`src/rtl/instr_fetch.sv`:
```
// -----------------------------------------------------------------------------
// instr_fetch -- instruction fetch unit
//
// Issues one instruction-memory request at a time, hands each returned word to
// decode with a valid/ready handshake, and follows redirects from the next-PC
// unit. A redirect raised while a request is still in flight cannot cancel
// that request on the bus. Instead, the returned word is discarded and the
// fetch restarts at the redirect target.
//
// Optional feature (macro IFU_ALIGN_CHECK_EN):
//   defined   : a misaligned redirect target sets fetch_err (sticky) and parks
//               the unit in HALT until reset.
//   undefined : fetch_err is tied low and the target's low two bits are
//               forced to zero.
//
// Parameters:
//   RESET_PC     first fetch address after reset
// Ports:
//   clk          clock, rising edge
//   reset        asynchronous, active-low reset
//   redirect     non-sequential fetch request
//   redirect_pc  redirect target (sampled when redirect=1)
//   imem_req     memory request, held until imem_ack
//   imem_addr    memory request address, stable while imem_req=1
//   imem_ack     single-cycle acknowledge, imem_rdata valid with it
//   imem_rdata   instruction word from memory
//   instr        instruction presented to decode
//   pc           address of instr
//   instr_valid  instr/pc valid
//   instr_ready  decode accepts instr
//   fetch_err    misaligned redirect seen (sticky)
// -----------------------------------------------------------------------------
module instr_fetch #(
    parameter logic [31:0] RESET_PC = 32'h0000_3000
) (
    input  logic        clk,
    input  logic        reset,
    input  logic        redirect,
    input  logic [31:0] redirect_pc,
    output logic        imem_req,
    output logic [31:0] imem_addr,
    input  logic        imem_ack,
    input  logic [31:0] imem_rdata,
    output logic [31:0] instr,
    output logic [31:0] pc,
    output logic        instr_valid,
    input  logic        instr_ready,
    output logic        fetch_err
);

    typedef enum logic [2:0] {
        IDLE  = 3'd0,
        FETCH = 3'd1,
        DROP  = 3'd2,
        HOLD  = 3'd3,
        HALT  = 3'd4
    } state_t;

    function automatic logic misaligned(input logic [31:0] addr);
        return (addr[1:0] != 2'b00);
    endfunction

    state_t      state_r, state_nx_s;
    logic [31:0] fetch_pc_r, fetch_pc_nx_s;
    logic [31:0] pending_pc_r, pending_pc_nx_s;
    logic [31:0] pc_r, pc_nx_s;
    logic [31:0] instr_r, instr_nx_s;
    logic        req_r, valid_r;
    logic        err_r, err_nx_s;
    logic [31:0] target_s;
    logic        bad_align_s;

`ifdef IFU_ALIGN_CHECK_EN
    assign target_s    = redirect_pc;
    assign bad_align_s = redirect & misaligned(redirect_pc);
`else
    logic unused_align_bits_s;
    assign unused_align_bits_s = ^redirect_pc[1:0];
    assign target_s    = {redirect_pc[31:2], 2'b00};
    assign bad_align_s = 1'b0;
`endif

    // Next-state and datapath update for the fetch FSM
    always_comb begin
        state_nx_s      = state_r;
        fetch_pc_nx_s   = fetch_pc_r;
        pending_pc_nx_s = pending_pc_r;
        pc_nx_s         = pc_r;
        instr_nx_s      = instr_r;
        err_nx_s        = err_r;
        case (state_r)
            IDLE: begin
                state_nx_s = FETCH;
            end
            FETCH: begin
                if (bad_align_s) begin
                    err_nx_s   = 1'b1;
                    state_nx_s = HALT;
                end else if (redirect && imem_ack) begin
                    // Data for the old path arrives together with the redirect: drop it.
                    fetch_pc_nx_s = target_s;
                    state_nx_s    = FETCH;
                end else if (redirect) begin
                    // Request is in flight; remember the target and wait it out.
                    pending_pc_nx_s = target_s;
                    state_nx_s      = DROP;
                end else if (imem_ack) begin
                    instr_nx_s    = imem_rdata;
                    pc_nx_s       = fetch_pc_r;
                    fetch_pc_nx_s = fetch_pc_r + 32'd4;
                    state_nx_s    = HOLD;
                end else begin
                    state_nx_s = FETCH;
                end
            end
            DROP: begin
                if (bad_align_s) begin
                    err_nx_s   = 1'b1;
                    state_nx_s = HALT;
                end else if (imem_ack) begin
                    fetch_pc_nx_s = redirect ? target_s : pending_pc_r;
                    state_nx_s    = FETCH;
                end else if (redirect) begin
                    pending_pc_nx_s = target_s;
                    state_nx_s      = DROP;
                end else begin
                    state_nx_s = DROP;
                end
            end
            HOLD: begin
                if (bad_align_s) begin
                    err_nx_s   = 1'b1;
                    state_nx_s = HALT;
                end else if (redirect) begin
                    fetch_pc_nx_s = target_s;
                    state_nx_s    = FETCH;
                end else if (instr_ready) begin
                    state_nx_s = FETCH;
                end else begin
                    state_nx_s = HOLD;
                end
            end
            HALT: begin
                state_nx_s = HALT;
            end
            default: begin
                state_nx_s = IDLE;
            end
        endcase
    end

    // State, datapath and registered output flags
    always_ff @(posedge clk or negedge reset) begin
        if (!reset) begin
            state_r      <= IDLE;
            fetch_pc_r   <= RESET_PC;
            pending_pc_r <= 32'd0;
            pc_r         <= 32'd0;
            instr_r      <= 32'd0;
            req_r        <= 1'b0;
            valid_r      <= 1'b0;
            err_r        <= 1'b0;
        end else begin
            state_r      <= state_nx_s;
            fetch_pc_r   <= fetch_pc_nx_s;
            pending_pc_r <= pending_pc_nx_s;
            pc_r         <= pc_nx_s;
            instr_r      <= instr_nx_s;
            req_r        <= (state_nx_s == FETCH) || (state_nx_s == DROP);
            valid_r      <= (state_nx_s == HOLD);
            err_r        <= err_nx_s;
        end
    end

    // fetch_pc only changes when the outstanding request completes, so it is
    // also the in-flight address during DROP.
    assign imem_addr   = fetch_pc_r;
    assign imem_req    = req_r;
    assign instr_valid = valid_r;
    assign instr       = instr_r;
    assign pc          = pc_r;
    assign fetch_err   = err_r;

endmodule

```
`config.mk`:
```
export PLATFORM = sky130hd
export DESIGN_NAME = instr_fetch
export DESIGN_NICKNAME = d
export VERILOG_FILES = /design/src/rtl/instr_fetch.sv
export SDC_FILE = /design/constraint.sdc
export NUM_CORES = 1
export LEC_CHECK = 0
export CAP_MARGIN = 20
export CELL_PAD_IN_SITES_DETAIL_PLACEMENT = 1
export CELL_PAD_IN_SITES_GLOBAL_PLACEMENT = 1
export CORE_MARGIN = 1
export CORE_UTILIZATION = 42
export DETAILED_ROUTE_END_ITERATION = 10
export GPL_ROUTABILITY_DRIVEN = 0
export GPL_TIMING_DRIVEN = 0
export PLACE_DENSITY_LB_ADDON = 0.2
export SYNTH_ARGS = -nofsm -noshare
export SYNTH_HDL_FRONTEND = slang
export SYNTH_SLANG_ARGS = --single-unit
```
`constraint.sdc`:
```
create_clock -name clk -period 3.77 [get_ports clk]
set_input_delay 0.9425 -clock clk [delete_from_list [all_inputs] [get_ports clk]]
set_output_delay 0.9425 -clock clk [all_outputs]
set_load 0.05 [all_outputs]
```
# Yosys cells after proc, flatten, opt, wreduce, memory -nomap -nowiden

Cells that the tools add are included.

Input port bits: 69
RAM bits: 0
ROM bits: 0
Bits in latches: 0
Logic and storage cells: 48
Register bits after elaboration: 133
Output and inout port bits: 99
Memories: 0

Order comparisons: 0
Reductions and logical operators: 8
Divide/modulo/power cells: 0
Bitwise logic cells: 2
Equality and inequality tests: 13
Shift-type cells: 0
Multiplexer cells: 17
Multipliers: 0
$add $sub $neg: 1

Operator list:

| operator                                       | count |
|---|---|
| 2-to-1 mux 32 bit                              | 8 |
| case mux 32 bit (3 select lines)               | 1 |
| case mux 32 bit (2 select lines)               | 1 |
| adder 32 x 3 -> 32 bit (second input constant) | 1 |
| case mux 3 bit (5 select lines)                | 1 |
| == test 3 x 2 -> 1 bit (second input constant) | 4 |
| 2-to-1 mux 2 bit                               | 6 |
| inequality test 2 bit (second input constant)  | 4 |
| == test 3 x 1 -> 1 bit (second input constant) | 2 |
| inequality test 3 bit (second input constant)  | 2 |
| AND reduction 5 bit                            | 1 |
| AND reduction 4 bit                            | 1 |
| == test 3 bit (second input constant)          | 1 |
| zero test 3 bit                                | 1 |
| AND reduction 3 bit                            | 1 |
| nonzero test 3 bit                             | 1 |
| inverter 1 bit                                 | 2 |
| nonzero test 2 bit                             | 1 |
| logical AND 1 bit                              | 1 |
| logical OR 1 bit                               | 1 |

# Depth between registers and ports, before layout

Depth after elaboration: 6
Mapped depth: 9
Gate-level depth less buffers: 7

# Least setup slack after synthesis

OpenSTA, ideal clock, no wires.

Kind: input -> register
Start: input port redirect
End: register pc_r[26] (netlist: pc[26])
Data required time: 3645 ps
Setup time: 125 ps
Slack: 1170 ps
Arrival: 2475 ps
Cell stages on the path: 7
Path buffers: 3
Path through: ha_1 -> buf_2 -> nor2b_4 -> or4b_1 -> buf_4 -> buf_6 -> mux2_4

Cells in the longest elaborated chain, start to end: 3
Elaborated cells on any way between the ends: 4
Those cells by class: 2 x bitwise; 2 x reduce/logical

RTL lines:

| what                                     | RTL line | source |
|---|---|---|
| start: declaration                       | 38       | `input logic redirect,` |
| logical AND 1 bit                        | 99       | `end else if (redirect && imem_ack) begin` |
| inverter 1 bit (no source line)          | --       |  |
| AND reduction 4 bit (no source line) (*) | --       |  |
| end signal: assignment                   | 167      | `pc_r <= pc_nx_s;` |
| end: declaration                         | 66       | `logic [31:0] pc_r, pc_nx_s;` |

Every way passes the cells marked *; elsewhere a longest branch is shown, timed or not.
A chain may end at the register's enable or synchronous reset.

# Final worst setup path

Start: input port redirect
End: register fetch_pc_r[6] (netlist: imem_addr[6])

Cells in the longest elaborated chain, start to end: 3
Elaborated cells on any way between the ends: 9
Those cells by class: 3 x eq/ne; 4 x mux; 2 x reduce/logical

RTL lines:

| what                                                                    | RTL line | source |
|---|---|---|
| 2-to-1 mux 32 bit or logical AND 1 bit (tied branches)                  | --       |  |
| 2-to-1 mux 32 bit (tied with other cells)                               | 120      | `end else if (imem_ack) begin` |
| case mux 32 bit (3 select lines) or AND reduction 5 bit (tied branches) | --       |  |
| end signal: assignment                                                  | 165      | `fetch_pc_r <= fetch_pc_nx_s;` |
| end: declaration                                                        | 64       | `logic [31:0] fetch_pc_r, fetch_pc_nx_s;` |

Several ways; a longest one is shown, not always the timed one. The select of a mux whose other input is x is not followed.

==> reports/results.txt <==
The run finished with clean final reports. Overflow left after global routing: 0. The run gives 0 as the final hold violation count. After clock tree synthesis, the clock-pin slew on the worst setup and hold paths is 0.06 ns. The count of nets left with antenna violations once routing finished came out at 0. In this run the tool buffered the top-level ports with 164 buffer cells. For the number of setup violations in the final report, the log shows 0. For the worst setup path, the data arrival time is 3.54 ns. In the routed design, unresolved DRC markers number 0.

Of all nets on the critical path, the largest fanout is 10. The sequential standard cell area came out at 3330 sq um. Once the floorplan was initialized, standard cells occupied 43.6% of the core.

A synthesized cell averages 11.7 sq um. From synthesis to final layout, the design area changed by 37.6%. The via count of the first global-routing pass was 5955; the worst reg2reg path depth was 7. The repair_antennas step left the layout with diodes totalling 0. TritonCTS built the clock tree. The cell taking the most area after synthesis was sky130_fd_sc_hd__dfrtp_1. Wires add up to 21.8 mm. Dividing the detail-routed via count by the number of cells gives 5.72. The clock period could shrink to 3.27 ns. For this run, the detailed router's first-pass iteration total came to 4. The logs give 59.9% for the share of the core filled with cells in the final layout and 3080 sq um for the multi-input logic area.

Total power per unit cell area: 981 nW/um^2. The final worst-path cycle share works out to 86.7%. The worst-case clock skew is 0.00922 ns. The horizontal die dimension was 128 um.

The path class of the tightest hold or removal check is in -> async. In this run the vertical extent of the chip is 128 um. The routed layout has 5619 vias. The number of enable-type register cells in the synthesized netlist was 0.

The tools report the start point of the critical path as redirect. The number of nets in the synthesized netlist is 646. In the final routed layout, each cell accounts on average for 22.2 um. Once the clock tree was built, the setup fixing pass inserted 0 buffers.

H-tree level count: 4. Counting tap cells, the placed design contains a total of 950 instances. Setup repair after global routing left no endpoint under its margin.

Number of max-slew violations in the final report: 0. Cell area after technology mapping: 6720 sq um. The tree is rooted in a sky130_fd_sc_hd__clkbuf_16.

For the sequential-to-total area share from yosys stat, the log shows 49.6%. By area the synthesized netlist is led by sky130_fd_sc_hd__dfrtp_1 49%, sky130_fd_sc_hd__mux2_4 13%, sky130_fd_sc_hd__mux2_2 5.5%. The first routing iteration left 330 violations.

The share of Yosys cell area claimed by the top area cell type was 48.8%. The synthesized design contains 133 register bits. Entering global routing, the biggest net connects 80 pins. Synthesis handed over a netlist of 574 instances.

Across the run, the number of max-cap violations was 0. The tools report the quantity of gates resized following cts as 0. Counting the fill cells in the layout gives 1631. In the synthesized netlist the dominant register cell turns out to be sky130_fd_sc_hd__dfrtp_1.

The number of different library cells used by synthesis comes to 71. The half-perimeter wire length of the detailed placement result is 15.7 mm. After the last flow step, the layout net total stands at 830. The worst slack at placement is 0.113 ns. Counting every sink on the clock net gives 133. The upper clock frequency limit came out at 306 MHz.

The tools report the number of non-filler instances in the completed layout as 982. Overall power consumption after layout is estimated at 9.06 mW. The clock reaches the later pin of the worst-skew pair after 0.42 ns.

Measured against its own limit, the worst slew margin works out to 28.3%. The run gives 34.5 mm as the global-route wire length before repair. Class of the most critical setup path: in -> reg. For the peak supply drop, the log shows 0.000446 V. The logs give 17 for the number of CTS-inserted buffers and 0 for the initial antenna violation count. The floorplan step defined a die boundary enclosing 16500 sq um. The proportion of register bits with asynchronous set or reset after synthesis came out at 100%. For this run, the number of Yosys warnings is 0. Number of buffers added to fix hold violations after cts: 0.

The floorplan has 45 rows. The post-route netlist has 22.6% of its cells at a drive strength greater than 1. The tools report the category of the worst setup path launch point as a primary input. Summed over all cells, the static leakage comes to 4.01 nW. The endpoint type of the worst setup path is a register. The core region is 15400 sq um.

The required time of the worst setup path was 4.04 ns; the pin slew with the least headroom to its limit was 1.06 ns. The startpoint identified for the worst register-to-register timing path is imem_addr[2]$_DFFE_PN0P_. During I/O placement, the number of pins put on the boundary was 168.

In this run the deepest clock path goes through 2 buffers. For this run, the total global-route usage over all layers was measured as 27.9%. Setup slack on the critical path of the routed design comes to 0.501 ns.
==> cell usage in the layout (no fill, tap or decap), types with 4 or more instances in the layout <==
cell type,n
sky130_fd_sc_hd__clkbuf_8,4
sky130_fd_sc_hd__nand2_1,52
sky130_fd_sc_hd__nand4_1,14
sky130_fd_sc_hd__dfrtp_1,131
sky130_fd_sc_hd__o21ai_1,7
sky130_fd_sc_hd__buf_2,20
sky130_fd_sc_hd__clkbuf_16,17
sky130_fd_sc_hd__mux2_2,33
sky130_fd_sc_hd__o21ai_0,28
sky130_fd_sc_hd__o31a_1,4
sky130_fd_sc_hd__a31oi_1,8
sky130_fd_sc_hd__a22o_1,5
sky130_fd_sc_hd__clkdlybuf4s50_1,163
sky130_fd_sc_hd__nor4_1,6
sky130_fd_sc_hd__inv_1,7
sky130_fd_sc_hd__nand3_1,8
sky130_fd_sc_hd__a21oi_1,33
sky130_fd_sc_hd__nor2_1,21
sky130_fd_sc_hd__buf_6,12
sky130_fd_sc_hd__o211ai_1,4
sky130_fd_sc_hd__mux2_4,59
sky130_fd_sc_hd__nand2b_1,5
sky130_fd_sc_hd__o221ai_1,7
sky130_fd_sc_hd__and4_1,4
sky130_fd_sc_hd__clkbuf_1,11
sky130_fd_sc_hd__nor3_1,14
sky130_fd_sc_hd__o22ai_1,8
sky130_fd_sc_hd__o22a_1,4
==> cell families (layout without fill, tap and decap cells) <==
kind of cell	after synthesis	in the layout	share of synthesized area, %
XOR/XNOR	4	4	0.521
multiplexers	95	95	19.2
AO/OA/AOI/OAI	135	135	13.1
other	1	1	0.0558
buffers and inverters	50	247	4.56
flip-flops	133	133	49.6
adder cells (fa/ha/maj)	3	3	0.559
AND/OR/NAND/NOR	153	153	12.4
==> worst paths after layout <==
path / end / slack, ns
setup / recovery: imem_addr[6]$_DFFE_PN0P_ / 0.50
hold / removal: instr[31]$_DFFE_PN0P_ / 0.49
setup reg to reg: imem_addr[26]$_DFFE_PN0P_ / 1.31
hold reg to reg: pc[15]$_DFFE_PN0P_ / 0.49
max in group asynchronous: imem_addr[6]$_DFFE_PN0P_ / 2.51
min in group clk: pc[15]$_DFFE_PN0P_ / 0.49
==> flip-flops by register name, indices dropped and copies added, names as in the netlist <==
signal,flops
pending_pc_r,32
instr,32
state_r,3
instr_valid,1
imem_addr,32
imem_req,1
pc,32
==> stage by stage <==
stage	area, sq um	hold slack (ns)	TNS (ns)
2_1_floorplan	6720	0.453	0
3_3_place_gp	8630	0.472	-473.05
3_5_place_dp	8650	0.478	0
4_1_cts	9240	0.493	0
5_1_grt	9240	0.516	0
6_report	9240	0.488	0
==> synthesized netlist by cell type (all sizes together), types with 8 or more instances <==
master,instances
clkbuf,8
a21oi,34
nand3,8
mux2,92
nor2,21
nand4,17
buf,34
nor3,15
nand2,52
inv,8
o22ai,8
dfrtp,131
a31oi,8
o21ai,35
==> cell type report <==
| type | instances | share of cell area (%) |
|---|---|---|
| tap | 211 | 2.86 |
| sequential | 133 | 36.0 |
| multi-input combinational | 391 | 33.4 |
| buffer | 42 | 2.99 |
| timing repair buffer | 165 | 18.1 |
| inverter | 8 | 0.325 |
| clock buffer | 24 | 5.32 |
| clock inverter | 8 | 1.06 |
==> where the power goes <==
part / switching [mW] / internal, mW / leakage (nW)
sequential: 0.614 / 2.09 / 1.59
clock: 0.609 / 1.04 / 0.282
combinational: 2.91 / 1.80 / 2.14
==> metal layers <==
metal	GRT usage, %	share of wire [%]	wire, um
met5	0	0	0
met4	10.5	2.3	492
met3	7.19	6.7	1460
met2	46.5	49	10600
met1	35.0	42	9190
==> critical path: stages <==
cell and delay (ns):
sky130_fd_sc_hd__clkdlybuf4s50_1 0.63, sky130_fd_sc_hd__ha_1 0.19, sky130_fd_sc_hd__buf_2 0.26, sky130_fd_sc_hd__inv_1 0.22, sky130_fd_sc_hd__nand2_1 0.27, sky130_fd_sc_hd__clkbuf_1 0.46
sky130_fd_sc_hd__nor2_1 0.13, sky130_fd_sc_hd__o21ai_0 0.29, sky130_fd_sc_hd__o21ai_0 0.13
Note: power is estimated with default switching activity, not from simulation.
